--- src/rtl/vga_sync_receiver_if.sv ---
// Sync inputs and recovered-timing outputs of the VGA sync receiver.
// The master is whatever drives the sync pins; the receiver is the slave.
interface vga_sync_receiver_if;
  localparam int unsigned XY_W  = 10;
  localparam int unsigned ERR_W = 8;

  logic             pix_ce;
  logic             vga_h_sync;
  logic             vga_v_sync;
  logic [XY_W-1:0]  rx_x;
  logic [XY_W-1:0]  rx_y;
  logic             rx_active;
  logic             locked;
  logic             frame_start;
  logic [ERR_W-1:0] err_cnt;

  modport master (
    output pix_ce, vga_h_sync, vga_v_sync,
    input  rx_x, rx_y, rx_active, locked, frame_start, err_cnt
  );

  modport slave (
    input  pix_ce, vga_h_sync, vga_v_sync,
    output rx_x, rx_y, rx_active, locked, frame_start, err_cnt
  );
endinterface

--- src/rtl/vga_sync_receiver.sv ---
// Recovers pixel coordinates from VGA sync edges, checks line/frame timing,
// and reports lock, a frame-start strobe and a saturating error count.
module vga_sync_receiver #(
  parameter int unsigned H_ACTIVE = 640,
  parameter int unsigned H_FP     = 16,
  parameter int unsigned H_SYNC   = 96,
  parameter int unsigned H_BP     = 48,
  parameter int unsigned V_ACTIVE = 480,
  parameter int unsigned V_FP     = 10,
  parameter int unsigned V_SYNC   = 2,
  parameter int unsigned V_BP     = 33,
  parameter bit          SYNC_POL = 1'b0
) (
  input  logic                board_clk,
  input  logic                Reset,
  vga_sync_receiver_if.slave  bus
);

  localparam int unsigned H_TOTAL = H_ACTIVE + H_FP + H_SYNC + H_BP;
  localparam int unsigned V_TOTAL = V_ACTIVE + V_FP + V_SYNC + V_BP;
  localparam int unsigned HW      = 11;
  localparam int unsigned VW      = 10;
  localparam int unsigned XY_W    = 10;
  localparam int unsigned ERR_W   = 8;

  localparam logic [HW-1:0]    H_MAX      = HW'(2 * H_TOTAL);
  localparam logic [HW-1:0]    H_MISS     = HW'(2 * H_TOTAL - 1);
  localparam logic [HW-1:0]    H_LINE_END = HW'(H_TOTAL - 1);
  localparam logic [HW-1:0]    H_PW_END   = HW'(H_SYNC - 1);
  localparam logic [HW-1:0]    H_OFF      = HW'(H_SYNC + H_BP);
  localparam logic [HW-1:0]    H_END      = HW'(H_SYNC + H_BP + H_ACTIVE);
  localparam logic [VW-1:0]    V_OFF      = VW'(V_SYNC + V_BP);
  localparam logic [VW-1:0]    V_END      = VW'(V_SYNC + V_BP + V_ACTIVE);
  localparam logic [VW-1:0]    V_MAX      = '1;
  localparam logic [VW-1:0]    V_FRAME    = VW'(V_TOTAL);
  localparam logic [ERR_W-1:0] ERR_MAX    = '1;

  typedef enum logic [1:0] {
    SEARCH = 2'd0,
    TRACK  = 2'd1,
    LOCKED = 2'd2
  } state_t;

  logic hs_meta, hs_sync, hs_hist;
  logic vs_meta, vs_sync, vs_hist;
  logic hs_edge_c, hs_rel_c, vs_edge_c;

  logic [HW-1:0] h_cnt;
  logic [HW-1:0] hs_width;
  logic [VW-1:0] v_cnt;
  logic [VW-1:0] line_cnt;

  logic line_fail_c, frame_ok_c;

  state_t state_q, state_d;
  logic   track_bad_q, track_bad_d;
  logic   err_inc_c, frame_start_d;

  logic             locked_q;
  logic             frame_start_q;
  logic [ERR_W-1:0] err_cnt_q;
  logic [XY_W-1:0]  rx_x_q, rx_y_q;
  logic             rx_active_q;
  logic             h_in_c, v_in_c, act_c;

  // Two-flop synchronizers, then a history flop advanced per pixel
  always_ff @(posedge board_clk or posedge Reset) begin
    if (Reset) begin
      hs_meta <= ~SYNC_POL;
      hs_sync <= ~SYNC_POL;
      hs_hist <= ~SYNC_POL;
      vs_meta <= ~SYNC_POL;
      vs_sync <= ~SYNC_POL;
      vs_hist <= ~SYNC_POL;
    end else begin
      hs_meta <= bus.vga_h_sync;
      hs_sync <= hs_meta;
      vs_meta <= bus.vga_v_sync;
      vs_sync <= vs_meta;
      if (bus.pix_ce) begin
        hs_hist <= hs_sync;
        vs_hist <= vs_sync;
      end
    end
  end

  assign hs_edge_c = bus.pix_ce && (hs_hist != SYNC_POL) && (hs_sync == SYNC_POL);
  assign hs_rel_c  = bus.pix_ce && (hs_hist == SYNC_POL) && (hs_sync != SYNC_POL);
  assign vs_edge_c = bus.pix_ce && (vs_hist != SYNC_POL) && (vs_sync == SYNC_POL);

  // Pixel, pulse-width, row and line counters
  always_ff @(posedge board_clk or posedge Reset) begin
    if (Reset) begin
      h_cnt    <= '0;
      hs_width <= '0;
      v_cnt    <= '0;
      line_cnt <= '0;
    end else if (bus.pix_ce) begin
      if (hs_edge_c)
        h_cnt <= '0;
      else if (h_cnt != H_MAX)
        h_cnt <= h_cnt + HW'(1);

      if (hs_rel_c)
        hs_width <= h_cnt;

      if (vs_edge_c)
        v_cnt <= '0;
      else if (hs_edge_c && (v_cnt != V_MAX))
        v_cnt <= v_cnt + VW'(1);

      if (vs_edge_c)
        line_cnt <= '0;
      else if (hs_edge_c && (line_cnt != V_MAX))
        line_cnt <= line_cnt + VW'(1);
    end
  end

  // A line fails on a mistimed hsync or when hsync never arrives
  assign line_fail_c = (hs_edge_c && ((h_cnt != H_LINE_END) || (hs_width != H_PW_END)))
                    || (bus.pix_ce && !hs_edge_c && (h_cnt == H_MISS));
  assign frame_ok_c  = (line_cnt + VW'(hs_edge_c)) == V_FRAME;

  always_ff @(posedge board_clk or posedge Reset) begin
    if (Reset) begin
      state_q     <= SEARCH;
      track_bad_q <= 1'b0;
    end else begin
      state_q     <= state_d;
      track_bad_q <= track_bad_d;
    end
  end

  always_comb begin
    state_d       = state_q;
    track_bad_d   = track_bad_q;
    err_inc_c     = 1'b0;
    frame_start_d = vs_edge_c && (state_q == LOCKED);
    unique case (state_q)
      SEARCH: begin
        if (vs_edge_c) begin
          state_d     = TRACK;
          track_bad_d = 1'b0;
        end
      end
      TRACK: begin
        // A frame only qualifies if every line since the last vsync was clean
        if (vs_edge_c) begin
          if (frame_ok_c && !track_bad_q && !line_fail_c)
            state_d = LOCKED;
          track_bad_d = 1'b0;
        end else if (line_fail_c) begin
          track_bad_d = 1'b1;
        end
      end
      LOCKED: begin
        if (line_fail_c || (vs_edge_c && !frame_ok_c)) begin
          state_d   = SEARCH;
          err_inc_c = 1'b1;
        end
      end
      default: state_d = SEARCH;
    endcase
  end

  always_ff @(posedge board_clk or posedge Reset) begin
    if (Reset) begin
      locked_q      <= 1'b0;
      frame_start_q <= 1'b0;
      err_cnt_q     <= '0;
    end else begin
      locked_q      <= (state_d == LOCKED);
      frame_start_q <= frame_start_d;
      if (err_inc_c && (err_cnt_q != ERR_MAX))
        err_cnt_q <= err_cnt_q + ERR_W'(1);
    end
  end

  assign h_in_c = (h_cnt >= H_OFF) && (h_cnt < H_END);
  assign v_in_c = (v_cnt >= V_OFF) && (v_cnt < V_END);
  assign act_c  = locked_q && h_in_c && v_in_c;

  // Coordinates follow the counters by one clock
  always_ff @(posedge board_clk or posedge Reset) begin
    if (Reset) begin
      rx_x_q      <= '0;
      rx_y_q      <= '0;
      rx_active_q <= 1'b0;
    end else begin
      rx_active_q <= act_c;
      rx_x_q      <= act_c ? XY_W'(h_cnt - H_OFF) : '0;
      rx_y_q      <= act_c ? XY_W'(v_cnt - V_OFF) : '0;
    end
  end

  assign bus.rx_x        = rx_x_q;
  assign bus.rx_y        = rx_y_q;
  assign bus.rx_active   = rx_active_q;
  assign bus.locked      = locked_q;
  assign bus.frame_start = frame_start_q;
  assign bus.err_cnt     = err_cnt_q;

endmodule

--- src/flat_wrapper.sv ---
// flat-port wrapper written by rule: the top's interface ports become plain ports
module vga_sync_receiver_flat 
#(
  parameter int unsigned H_ACTIVE = 640,
  parameter int unsigned H_FP     = 16,
  parameter int unsigned H_SYNC   = 96,
  parameter int unsigned H_BP     = 48,
  parameter int unsigned V_ACTIVE = 480,
  parameter int unsigned V_FP     = 10,
  parameter int unsigned V_SYNC   = 2,
  parameter int unsigned V_BP     = 33,
  parameter bit          SYNC_POL = 1'b0
)
  (board_clk, Reset, bus_pix_ce, bus_vga_h_sync, bus_vga_v_sync, bus_rx_x, bus_rx_y, bus_rx_active, bus_locked, bus_frame_start, bus_err_cnt);
  vga_sync_receiver_if bus_i ();
  input  logic board_clk;
  input  logic Reset;
  input wire logic [$bits(bus_i.pix_ce)-1:0] bus_pix_ce;
  input wire logic [$bits(bus_i.vga_h_sync)-1:0] bus_vga_h_sync;
  input wire logic [$bits(bus_i.vga_v_sync)-1:0] bus_vga_v_sync;
  output wire logic [$bits(bus_i.rx_x)-1:0] bus_rx_x;
  output wire logic [$bits(bus_i.rx_y)-1:0] bus_rx_y;
  output wire logic [$bits(bus_i.rx_active)-1:0] bus_rx_active;
  output wire logic [$bits(bus_i.locked)-1:0] bus_locked;
  output wire logic [$bits(bus_i.frame_start)-1:0] bus_frame_start;
  output wire logic [$bits(bus_i.err_cnt)-1:0] bus_err_cnt;
  assign bus_i.pix_ce = bus_pix_ce;
  assign bus_i.vga_h_sync = bus_vga_h_sync;
  assign bus_i.vga_v_sync = bus_vga_v_sync;
  assign bus_rx_x = bus_i.rx_x;
  assign bus_rx_y = bus_i.rx_y;
  assign bus_rx_active = bus_i.rx_active;
  assign bus_locked = bus_i.locked;
  assign bus_frame_start = bus_i.frame_start;
  assign bus_err_cnt = bus_i.err_cnt;
  vga_sync_receiver #(.H_ACTIVE(H_ACTIVE), .H_FP(H_FP), .H_SYNC(H_SYNC), .H_BP(H_BP), .V_ACTIVE(V_ACTIVE), .V_FP(V_FP), .V_SYNC(V_SYNC), .V_BP(V_BP), .SYNC_POL(SYNC_POL)) u_core (.board_clk(board_clk), .Reset(Reset), .bus(bus_i));
endmodule
--- config.mk ---
export PLATFORM = sky130hd
export DESIGN_NAME = vga_sync_receiver_flat
export DESIGN_NICKNAME = d
export VERILOG_FILES = /design/src/rtl/vga_sync_receiver_if.sv /design/src/rtl/vga_sync_receiver.sv /design/src/flat_wrapper.sv
export SDC_FILE = /design/constraint.sdc
export NUM_CORES = 1
export LEC_CHECK = 0
export CAP_MARGIN = 15
export CELL_PAD_IN_SITES_DETAIL_PLACEMENT = 1
export CELL_PAD_IN_SITES_GLOBAL_PLACEMENT = 1
export CORE_ASPECT_RATIO = 0.5
export CORE_UTILIZATION = 48
export CTS_CLUSTER_DIAMETER = 150
export CTS_CLUSTER_SIZE = 28
export DETAILED_ROUTE_END_ITERATION = 12
export GPL_TIMING_DRIVEN = 1
export PLACE_DENSITY = 0.91
export RECOVER_POWER = 25
export SLEW_MARGIN = 40
export SYNTH_ARGS = -nofsm -noshare
export SYNTH_HDL_FRONTEND = slang
export SYNTH_SLANG_ARGS = --single-unit
--- constraint.sdc ---
create_clock -name board_clk -period 7.1 [get_ports board_clk]
set_input_delay 0.71 -clock board_clk [delete_from_list [all_inputs] [get_ports board_clk]]
set_output_delay 0.71 -clock board_clk [all_outputs]
set_load 0.01 [all_outputs]
==> results by group, run 1 <==
Clock network
  – Worst skew pair latency: 0.35 ns
  – Hold_buf cts: 0
  – Postcts setup bufs: 0
  – CTS Buffer Depth: 2
  – Inserted Clock Buffers: 9
  – CTS tree: done
  – Post-CTS sizing: 0
  – Clock Tree Root: clkbuf_16
  – Max H-tree Level: 3
  – Clk pin slew, worst setup/hold paths: 0.07 ns
  – Clk sinks: 82

Detailed routing
  – Via count: 3,165
  – Final wirelength: 11,870 um
  – Iteration-0 DRC Markers: 238
  – Drt wl/cell: 22.44 um
  – Antenna Violating Nets Remaining: 0
  – Vias per cell: 5.983
  – Residual DRC count: 0
  – Detailed Routing Iterations Pass 1: 4

Placement
  – Placer Congestion: 0.9165
  – Post-DP HPWL: 7036 um
  – Placed Cells: 513
  – Area post-placement: 4345 um^2
  – Port bufs: 35

Critical path
  – Arr. time, crit path: 4.32 ns
  – Critical path launch point: Reset
  – Worst setup path category: primary input to asynchronous set/reset pin
  – Critical Path End Type: asynchronous set/reset pin
  – R2r setup slk: 2.90 ns
  – Critical Path Sink: u_core.bus.rx_x[9]$_DFF_PP0_
  – Crit path max fanout: 82
  – Reg2Reg Depth: 11
  – R2r endpoint: u_core.bus.err_cnt[1]$_DFFE_PP0P_
  – Worst Path Required: 6.50 ns
  – Reg2Reg Launch Point: u_core.hs_hist$_DFFE_PP1P_
  – Startpoint Class: primary input

Run status
  – Outcome: complete, but fails checks
  – Failing checks: max-capacitance violations, max-slew violations

Timing
  – Fin crit share: 69.20%
  – Worst-margin pin slew: 4.436 ns
  – Sum Neg Setup Slack: 0 ns
  – Post-route minimum period: 4.913 ns
  – Worst Clk Skew: 0.009796 ns
  – RSZ-0062 raised after global routing: no
  – Max Freq: 203.5 MHz
  – Slew Limit Fails: 83
  – Final count of negative-setup-slack endpoints: 0
  – Slew Limit Headroom: -195.8%
  – Final hold vios: 0

Yosys
  – EDFF count, synth: 0
  – Post-synthesis sequential area ratio: 52.67%
  – Syn. warnings: 0
  – FFs w/ async S/R, synth: 100.0%
  – Commonest cells in the netlist: dfrtp_1 (76), nor2_1 (58), nand2_1 (33)
  – Netlist Area Pre-Place: 3910 um^2
  – Mapped Nets: 401
  – Synthesis-stage register bit count: 82
  – Synth cell types: 55
  – Top-area cell type share of the netlist area: 48.64%
  – Synth top area cells: dfrtp_1 (49%), nor2_1 (5.6%), xor2_1 (4.5%), dfstp_2 (4.0%), xnor2_1 (3.8%)
  – Synth area leader: dfrtp_1
  – Mapped Cells: 385
  – Main synth FF type: dfrtp_1
  – Most common cell in the netlist: dfrtp_1
  – Mean Syn Cell Area: 10.16 um^2

Floorplanning
  – Die width: 129.6 um
  – Ports: 36
  – Row count: 22
  – Core area: 7597 um^2
  – Die area: 8533 um^2
  – Die Ht: 65.82 um
  – Initial Util: 51.47%

Final layout
  – Register area: 2059 um^2
  – Non-Filler Instances: 529
  – Layout Nets: 432
  – Fraction of layout cells with a size suffix above 1: 9.739%
  – Multi-input logic area: 1714 um^2
  – Area added between synthesis and finish: 18.40%
  – Cell area after layout: 4629 um^2
  – N_diodes: 0
  – Filler cells: 844

Global route
  – Initial antenna violation count: 0
  – First-pass GRT wire length: 19,710 um
  – GRT Total Usage: 31.73%
  – Grt total ovfl: 0
  – Pin count of the biggest net entering global routing: 83
  – Vias in the first global route: 3,541

Flow run
  – Maxcap violations: 1

Pwr
  – Pwr Density: 258.3 nW/um^2
  – Peak supply drop: 0.1323 mV
  – Pleak: 0.002057 uW

Min path
  – Hold path start: u_core.hs_meta$_DFF_PP1_
  – Hold Path Class: register to register
  – Hold depth: 0
==> layout make-up <==
type	instances	area share, %
Timing Repair Buffer	38	7.973
Clock buffer	12	5.757
Multi-Input combinational cell	269	37.03
Tap cell	108	2.919
Clock inverter	4	0.5405
Inverter	16	1.297
Sequential cell	82	44.49
==> worst min-delay path by stage <==
stage / slack (ns) / end
finish: 0.36 / u_core.hs_sync$_DFF_PP1_
CTS: 0.36 / u_core.hs_sync$_DFF_PP1_
global placement: 0.35 / u_core.hs_sync$_DFF_PP1_
global route: 0.37 / u_core.hs_sync$_DFF_PP1_
floorplan: 0.35 / u_core.hs_sync$_DFF_PP1_
detailed placement: 0.36 / u_core.hs_sync$_DFF_PP1_
==> state kept, by name, indices dropped and copies added, names as in the netlist, 2 cells and up <==
name and count:
u_core.v_cnt 10, u_core.state_q 2, u_core.hs_width 11, u_core.line_cnt 10, u_core.h_cnt 11, u_core.bus.rx_x 10, u_core.bus.err_cnt 8, u_core.bus.rx_y 10
==> power breakdown <==
part	total, uW	internal (uW)	leakage [uW]	switching (uW)
sequential	568	508	0.00109	60.1
clock	456	264	0.000141	192
combinational	172	69.1	0.000824	103
==> kinds of logic after synthesis <==
| family | count (synthesis) | synth area share (%) |
|---|---|---|
| flops | 82 | 52.67 |
| fa+ha+maj | 11 | 3.520 |
| simple gates | 164 | 20.70 |
| mux | 10 | 2.944 |
| buf+inv | 34 | 3.584 |
| xor+xnor | 37 | 8.288 |
| compound gates | 47 | 8.288 |
==> per-layer routing <==
metal	part of all wire [%]	global-route usage [%]	wire length, um	vias to the layer above
li1	-	-	-	1366
met1	40	36.86	4707	1611
met2	51	55.55	6081	136
met3	5.1	7.039	609	52
met4	4.0	17.30	474	0
met5	0	0	0	-
==> critical path: stages <==
cell,delay (ns)
clkdlybuf4s50_1,0.41
clkinv_1,0.05
clkbuf_1,3.10
==> through the flow <==
stage | hold WS, ns | worst slack [ns] | total power (uW) | util [%]
final | 0.3570 | 2.187 | 1196 | 60.94
after global routing | 0.3710 | 1.354 | 1239 | 60.94
after CTS | 0.3603 | 2.900 | 1198 | 61.03
after detailed placement | 0.3586 | 2.721 | 728.2 | 57.20
after global placement | 0.3468 | 3.007 | 706.9 | 57.10
after floorplan | 0.3452 | 3.497 | 664.2 | -
==> layout by cell type (no fill, tap or decap), types with 3 or more instances in the layout <==
cell	Yosys	routed
a21oi_1	13	13
clkbuf_16	0	9
mux2_2	8	8
clkbuf_8	0	3
or3_1	9	9
xor2_1	20	20
xnor2_1	17	17
nor4_1	4	4
inv_1	15	14
nand4_1	6	6
dfstp_2	6	5
and3_1	4	4
o21ai_0	16	16
nor3_1	13	13
clkdlybuf4s50_1	0	33
nor2b_1	4	4
nand2_1	33	33
nor2_1	58	58
nand4b_1	3	3
nand3_1	14	14
dfrtp_1	76	76
ha_1	11	11
Note: power is estimated with default switching activity, not from simulation.
==> run 2: changes to the inputs <==
- CORE_UTILIZATION: 48 -> 41
- PLACE_DENSITY: 0.91 -> 0.83
- clock period: 7.1 -> 4.1 ns (I/O delays scaled with it)
==> results by group, run 2 (synthesis results as in run 1) <==
Run status
  – Outcome: complete, but fails checks
  – Failing checks: max-capacitance violations, max-slew violations

Critical path
  – Startpoint Class: register
  – Critical Path End Type: register
  – Worst path cell trace: nor2b_1 -> nand2_1 -> inv_1 -> ha_1 -> ha_1 -> nor4b_1 -> nand4b_1 -> a221o_1 -> a211oi_4 -> nor2_2 -> mux2_4
  – Arr. time, crit path: 3.84 ns
  – CP peak stage delay: 0.54 ns
  – Slowest-stage cell, CP: dfstp_2
  – Crit path max fanout: 7
  – Worst Path Required: 4.33 ns
  – Worst setup path category: register to register
  – Most used cell, CP: ha_1

Floorplanning
  – Row count: 24
  – Initial Util: 43.55%
  – Die area: 9955 um^2
  – Die Ht: 71.06 um
  – Ports: 36
  – Core area: 8979 um^2
  – Die width: 140.1 um

Timing
  – Hold slack: 0.3581 ns
  – Worst Clk Skew: 0.007298 ns
  – Fin crit share: 88.05%
  – Final hold vios: 0
  – Worst-margin pin slew: 1.594 ns
  – RSZ-0062 raised after global routing: no
  – Slew Limit Headroom: -6.835%
  – Sum Neg Setup Slack: 0 ns
  – Max Freq: 277.0 MHz
  – Post-route minimum period: 3.610 ns
  – Slew Limit Fails: 36
  – Final count of negative-setup-slack endpoints: 0

Detailed routing
  – Vias per cell: 5.419
  – Antenna Violating Nets Remaining: 0
  – Detailed Routing Iterations Pass 1: 5
  – Final wirelength: 9329 um
  – Iteration-0 DRC Markers: 155
  – Residual DRC count: 0
  – Drt wl/cell: 17.21 um
  – Via count: 2,937

Final layout
  – Layout Nets: 436
  – Register area: 2059 um^2
  – Area added between synthesis and finish: 21.22%
  – N_diodes: 0
  – Fin util: 52.79%
  – Most frequent cells in the layout: dfrtp_1 (76), nor2_1 (58), nand2_1 (33)
  – Filler cells: 986
  – Multi-input logic area: 1710 um^2
  – Largest registers: u_core.h_cnt (11), u_core.hs_width (11)
  – Leading cell type in the layout, fill and taps excluded: dfrtp_1
  – Non-Filler Instances: 542
  – Fraction of layout cells with a size suffix above 1: 10.35%

Global route
  – First-pass GRT wire length: 16,270 um
  – Initial antenna violation count: 0
  – GRT Total Usage: 21.30%
  – Grt total ovfl: 0
  – Pin count of the biggest net entering global routing: 36
  – Vias in the first global route: 3,175

Clock network
  – Clk sinks: 82
  – Inserted Clock Buffers: 9
  – Clock Tree Root: clkbuf_16
  – Hold_buf cts: 0
  – Max H-tree Level: 3
  – Clk pin slew, worst setup/hold paths: 0.06 ns
  – CTS tree: done
  – CTS Buffer Depth: 2
  – Worst skew pair latency: 0.35 ns
  – Postcts setup bufs: 0
  – Post-CTS sizing: 0

Flow run
  – Maxcap violations: 1

Pwr
  – Peak supply drop: 0.2043 mV
  – Total power: 2239 uW
  – Pwr Density: 472.4 nW/um^2
  – Pleak: 0.002108 uW

Placement
  – Post-DP HPWL: 6127 um
  – Port bufs: 35
  – Placer Congestion: 0.7928
  – Placed Cells: 526

Min path
  – Hold Path Class: register to register
==> run 2: metal layers <==
layer / track usage, % / routed length, um / share of wire [%]
met1: 25.88 / 4242 / 45
met2: 37.50 / 4713 / 51
met3: 5.890 / 265 / 2.8
met4: 6.105 / 107 / 1.1
met5: 0 / 0 / 0
==> run 2: power breakdown <==
group          internal, uW  leakage (uW)  switching [uW]  total, uW
sequential              880       0.00109            93.8        973
combinational           119      0.000839             153        272
clock                   660      0.000177             333        993
total                  1660       0.00211             580       2240
==> run 2: stage by stage <==
stage / area, um^2 / setup slack, ns
after global placement: 4380 / 0.8222
after CTS: 4747 / 0.4870
final: 4740 / 0.4899
after floorplan: 3910 / 0.7075
after global routing: 4740 / 0.2450
after detailed placement: 4380 / 0.6381
==> run 2: worst max-delay path, delay by kind of cell (launching register included) <==
kind | cells | cell delay (ns)
adders and majority gates | 2 | 0.49
muxes | 1 | 0.32
DFF | 1 | 0.54
and+or+nand+nor | 5 | 1.21
AOI/OAI and AO/OA | 2 | 0.78
buffers and inverters | 1 | 0.15
==> run 2: cell type report <==
type	count	share of cell area, %
clock buffer	10	4.831
sequential	82	43.45
tap	117	3.089
timing repair buffer	42	8.342
multi-input combinational	269	36.09
clock inverter	6	2.904
inverter	16	1.294
==> run 2: worst paths after layout <==
path                                             from                                 to  slack (ns)  depth (start not counted)
hold reg to reg              u_core.hs_meta$_DFF_PP1_           u_core.hs_sync$_DFF_PP1_        0.36                          0
setup / recovery           u_core.hs_hist$_DFFE_PP1P_  u_core.bus.err_cnt[1]$_DFFE_PP0P_        0.49                         11
hold / removal               u_core.hs_meta$_DFF_PP1_           u_core.hs_sync$_DFF_PP1_        0.36                          0
max in group asynchronous                       Reset       u_core.bus.rx_y[6]$_DFF_PP0_        1.56                          3
min in group asynchronous                       Reset  u_core.bus.err_cnt[6]$_DFFE_PP0P_        0.90                          2
setup reg to reg           u_core.hs_hist$_DFFE_PP1P_  u_core.bus.err_cnt[1]$_DFFE_PP0P_        0.49                         11
==> run 3: changes to the inputs <==
- CAP_MARGIN: 15 -> 20
==> results of run 3 <==
Same layout as run 2: the final DEF is identical, and so are final timing and power.
